<file path="config.mk">
export PLATFORM = sky130hd
export DESIGN_NAME = timer_counter
export DESIGN_NICKNAME = d
export VERILOG_FILES = /design/src/rtl/timer_counter.sv
export SDC_FILE = /design/constraint.sdc
export NUM_CORES = 1
export LEC_CHECK = 0
export ABC_AREA = 0
export CAP_MARGIN = 5
export CORE_ASPECT_RATIO = 0.6
export CORE_MARGIN = 3
export CORE_UTILIZATION = 46
export DETAILED_ROUTE_END_ITERATION = 7
export PLACE_DENSITY = 0.84
export SETUP_SLACK_MARGIN = 0.15
export SYNTH_ARGS = -nofsm -noshare
export SYNTH_HDL_FRONTEND = slang
export SYNTH_SLANG_ARGS = --single-unit
</file>
<file path="constraint.sdc">
create_clock -name clk -period 3.5 [get_ports clk]
set_input_delay 0.7 -clock clk [delete_from_list [all_inputs] [get_ports clk]]
set_output_delay 0.7 -clock clk [all_outputs]
set_load 0.05 [all_outputs]
</file>
<file path="src/rtl/timer_counter.sv">
// Memory-mapped countdown timer: CTRL/PRESET/COUNT registers, one-shot or auto-reload, masked IRQ.
// Latency: register writes land on the WE edge, reads are combinational; IRQ rises PRESET+3 edges after enable.
// Backpressure: none; the bridge may write every cycle and bus writes take priority over FSM updates.
module timer_counter (
    input  logic        clk,
    input  logic        reset,
    input  logic [31:0] Addr,
    input  logic        WE,
    input  logic [31:0] Din,
    output logic [31:0] Dout,
    output logic        IRQ
);

    typedef enum logic [1:0] {
        IDLE = 2'd0,
        LOAD = 2'd1,
        CNT  = 2'd2,
        INT  = 2'd3
    } state_t;

    state_t      state;
    state_t      state_nxt;
    logic [3:0]  ctrl;
    logic [31:0] preset;
    logic [31:0] count;
    logic        irq_flag;

    logic        ctrl_wr;
    logic        preset_wr;
    logic        enable;
    logic        auto_reload;
    logic        load_cnt;
    logic        dec_cnt;
    logic        set_irq;
    logic        clr_irq;
    logic        clr_en;
    logic        unused_addr;

    assign ctrl_wr     = WE && (Addr[3:2] == 2'd0);
    assign preset_wr   = WE && (Addr[3:2] == 2'd1);
    assign enable      = ctrl[0];
    assign auto_reload = (ctrl[2:1] == 2'b01);
    assign unused_addr = ^{Addr[31:4], Addr[1:0]};

    always_comb begin
        state_nxt = state;
        load_cnt  = 1'b0;
        dec_cnt   = 1'b0;
        set_irq   = 1'b0;
        clr_irq   = 1'b0;
        clr_en    = 1'b0;
        case (state)
            IDLE: begin
                if (enable) state_nxt = LOAD;
            end
            LOAD: begin
                load_cnt  = 1'b1;
                state_nxt = CNT;
            end
            CNT: begin
                if (!enable) begin
                    state_nxt = IDLE;
                end else if (count == 32'd0) begin
                    set_irq   = 1'b1;
                    state_nxt = INT;
                end else begin
                    dec_cnt = 1'b1;
                end
            end
            INT: begin
                // Modes 10/11 fall into the one-shot branch.
                if (auto_reload) begin
                    clr_irq   = 1'b1;
                    state_nxt = LOAD;
                end else begin
                    clr_en    = 1'b1;
                    state_nxt = IDLE;
                end
            end
            default: state_nxt = IDLE;
        endcase
    end

    always_ff @(posedge clk) begin
        if (reset) begin
            state    <= IDLE;
            ctrl     <= 4'd0;
            preset   <= 32'd0;
            count    <= 32'd0;
            irq_flag <= 1'b0;
        end else begin
            state <= state_nxt;

            if (load_cnt)     count <= preset;
            else if (dec_cnt) count <= count - 32'd1;

            // A bus write to CTRL overrides the one-shot enable clear.
            if (ctrl_wr)     ctrl    <= Din[3:0];
            else if (clr_en) ctrl[0] <= 1'b0;

            if (preset_wr) preset <= Din;

            // Any CTRL write acknowledges, even on the edge the flag would rise.
            if (ctrl_wr)      irq_flag <= 1'b0;
            else if (set_irq) irq_flag <= 1'b1;
            else if (clr_irq) irq_flag <= 1'b0;
        end
    end

    always_comb begin
        Dout = 32'd0;
        case (Addr[3:2])
            2'd0:    Dout = {28'd0, ctrl};
            2'd1:    Dout = preset;
            2'd2:    Dout = count;
            default: Dout = 32'd0;
        endcase
    end

    assign IRQ = irq_flag & ctrl[3];

endmodule

</file>
Word level (Yosys, flattened, before mapping)
Index checks and enable logic that the tools add are counted. Widths: inputs -> output; s select.

$add $sub $neg: 1. Reduce and logical (&&, ||, !) cells: 10. Multiplexer cells: 23. Eq/ne operators: 8. Bitwise operators: 1.

Operator list (count): $pmux 32 s3 (1); $mux 32 (2); $logic_not 32->1 (1); $sub 32x1->32 const B (1); $mux 1 (16); $pmux 2 s4 (1); $eq 2x1->1 const B (3); $eq 2x2->1 const B (3); $mux 2 (3); $reduce_bool 2->1 (3); $logic_not 2->1 (2); $ne 3x3->1 const B (1); $logic_and 1x1->1 (2); $ne 2x2->1 const B (1); $reduce_and 2->1 (1); $reduce_or 2->1 (1); $and 1x1->1 (1).

Flip-flop bits (word level): 71. Logic and storage cells: 49. Output and inout bits: 33.

Logic depth before layout (Yosys ltp)
Word-level depth: 6. Mapped depth: 10. Mapped depth without buffers: 8.

Worst setup path after synthesis
OpenSTA, ideal clock, no wires.

Path kind: input -> output. Start point: input Addr[3]. End point: output Dout[10]. Stages: 5. Arrival: 2.182 ns. Setup slack: 0.618 ns. Data required time: 2.800 ns. Cell sequence: clkbuf_1 > nor2b_1 > clkbuf_1 > clkbuf_1 > a22o_1.

Longest elaborated chain between the ends: 2. Elaborated cells on any way between the ends: 4. Classes of those cells: eq/ne (2); mux (1); reduce/logical (1).

Ends and longest elaborated chain: start, declared (RTL line 7) `input logic [31:0] Addr,`; $eq 2x2->1, or another cell as far along (RTL line 112) `case (Addr[3:2])`; $pmux 32 s3 (*) (RTL line 112); end, declared (RTL line 10) `output logic [31:0] Dout,`.

Mark *: on every way between the ends. The rest lies on a longest branch, timed or not.

Worst setup path after layout
Start point: input Addr[3]. End point: output Dout[2].

The elaborated chain is that of the path after synthesis.

==> flow_summary.json <==
{
  "postCtsHoldBufs": 0,
  "ir_drop_v": 0.000264,
  "fmax_mhz": 320,
  "place_area_um2": 4730,
  "cts_sinks": 71,
  "final_core_util_pct": 68.1,
  "routed_wl_mm": 11.0,
  "die_w_um": 121,
  "syn_to_final_growth_pct": 39.9,
  "setup_viol": 0,
  "nets": 588,
  "final_layout_size_suffix_gt1_share_pct": 15.8,
  "gp_congestion": 0.869,
  "powerDensity_nw_per_um2": 412,
  "status": "completed",
  "power.leakage_uw": 0.00180,
  "final.setup.tns_ns": 0,
  "antenna_cells": 0,
  "postLayoutCellArea_um2": 5070,
  "synth.area.top_cells": "dfxtp_1 39%, nand2_1 10%, a21oi_1 7.3%",
  "yosys_warnings": 0,
  "critical_path_class": "primary input to output port",
  "netlist.area_leader.share_pct": 39.2,
  "hold_ws_ns": 0.473,
  "max_cap_violations": 0,
  "tightest_slew_ns": 0.931,
  "endpoint_kind": "output port",
  "clkLatencyLatePin_ns": 0.34,
  "max_stage_delay_ns": 0.60,
  "synth-seq-cells": 71,
  "post_cts_resized": 0,
  "cts_tree": "done",
  "fp.dieH_um": 74.8,
  "crit_buf_inv": 3,
  "yosysTopAreaCell": "dfxtp_1",
  "core_area_um2": 7450,
  "synth_most_common_cell": "nand2_1",
  "port_buffers": 69,
  "io_pins": 100,
  "rows": 24,
  "critPathSlowestCell": "clkdlybuf4s50_1",
  "maxSlewHeadroom_pct": 37.9,
  "ys_dominant_reg_cell": "dfxtp_1",
  "hold_class": "flip-flop to flip-flop",
  "finalCritPeriodShare_pct": 89.4,
  "slew_violations": 0,
  "clk_path_buf_depth": 2,
  "syn-cell-area_um2": 3630,
  "finalClockSkew_ns": 0.00656,
  "wl_per_cell_um": 17.5,
  "rsz0062_at_grt": "false",
  "synth_fp_nets": 531,
  "path_delay_family": "buffers and inverters",
  "vias": 3869,
  "route.detailed.drc": 0,
  "worstPathMaxFanout": 34,
  "grt_overflow": 0,
  "cts_setup_buffers": 0,
  "grt_use_total_pct": 25.1,
  "period_needed_ns": 3.13,
  "fp.dieArea_um2": 9020,
  "cts-buffers-inserted": 9,
  "first_pass_iters": 6,
  "rrSetupSlack_ns": 1.09,
  "synth_commonest_cells": "101 x nand2_1, 71 x dfxtp_1, 53 x a21oi_1, 31 x clkbuf_1, 27 x a22o_1",
  "via_per_inst": 6.15,
  "synthArstFlopShare_pct": 0,
  "grt_max_degree": 51,
  "hpwl_mm": 7.41,
  "cts_max_level": 3,
  "crit_arrival_ns": 2.43,
  "initial_core_util_pct": 48.7,
  "critPathLaunchType": "primary input",
  "synth_sequential_area_ratio_pct": 39.2,
  "synth.distinct_cells": 51,
  "required_ns": 2.80,
  "syn_inst": 463,
  "synth_edf_count": 0,
  "ant_nets": 0,
  "root_buffer": "clkbuf_16",
  "clk_pin_slew_ns": 0.05,
  "grt_pass1_vias": 3639,
  "hold_violations": 0,
  "synth.avg_cell_area_um2": 7.83,
  "antenna_found_initial": 0,
  "worstPathCellList": "clkdlybuf4s50_1, nor2b_2, buf_4, nand2_1, o21ai_0, buf_12",
  "grt_pass1_wl_mm": 18.0,
  "drtIter0Drc": 458
}
[routing by layer]
metal | vias up | global-route usage, % | wire length [µm] | share of wire (%)
met5 | - | 0 | 0 | 0
met2 | 276 | 40.6 | 4860 | 44
li1 | 1806 | - | - | -
met1 | 1755 | 32.6 | 4710 | 43
met3 | 32 | 7.36 | 1250 | 11
met4 | 0 | 9.42 | 211 | 1.9
[worst reg2reg max path, cell delays in order, from the launching register on]
cell and delay, ns:
dfxtp_1 0.38, nor4_2 0.53, nand4_1 0.42, nor2_1 0.27, nand3_1 0.24, or2_2 0.34, a31oi_1 0.16
[power breakdown]
| group | switching (µW) | total [µW] | leakage [µW] | internal [µW] |
|---|---|---|---|---|
| Sequential | 14.2 | 838 | 0.000574 | 824 |
| Combinational | 106 | 195 | 0.00105 | 88.6 |
| Clock | 346 | 1060 | 0.000168 | 712 |
| Total | 466 | 2090 | 0.00180 | 1630 |
[sequential cells by signal (all words and copies together) (netlist names)]
name and cells:
count 32, preset 32, ctrl 4, state 2, irq_flag 1
[final timing paths]
kind               from          to  cells past startpoint
max             Addr[3]     Dout[2]                      6
min          preset[14]  preset[14]                      2
max reg2reg    count[9]   count[25]                      6
min reg2reg  preset[14]  preset[14]                      2
[final cells by class]
class,instances,area (µm²)
multi-input combinational,353,2050
inverter,4,15.0
timing repair buffer,81,1110
clock inverter,6,108
sequential,71,1420
clock buffer,10,239
tap,104,130
fill,574,2370
[logic make-up after synthesis]
group	share of synthesized area, %
xor+xnor	0.725
fa+ha+maj	0.345
compound gates	25.8
buf+inv	4.41
simple gates	27.3
flops	39.2
mux	2.24
[layout by cell type (no fill, tap or decap), types with 4 or more instances in the layout]
cell	count
nand2_1	101
dfxtp_1	71
a21oi_1	53
clkdlybuf4s50_1	36
buf_12	33
a22o_1	27
nand3_1	23
a31oi_1	19
nor2_1	18
o211ai_1	15
buf_4	11
nor3_1	10
clkbuf_16	9
mux2i_1	7
o21ai_0	7
nand4_1	6
or2_2	6
or3_1	5
a32oi_1	5
inv_1	4
[metrics by stage]
step | total power, µW | instances | worst slack [ns]
after floorplan | 951 | 463 | 0.618
after global placement | 1040 | 613 | 0.454
after detailed placement | 1050 | 613 | 0.464
after CTS | 2100 | 629 | 0.428
after global routing | 2150 | 629 | 0.320
final | 2090 | 629 | 0.371
(Power assumes the default switching activity.)
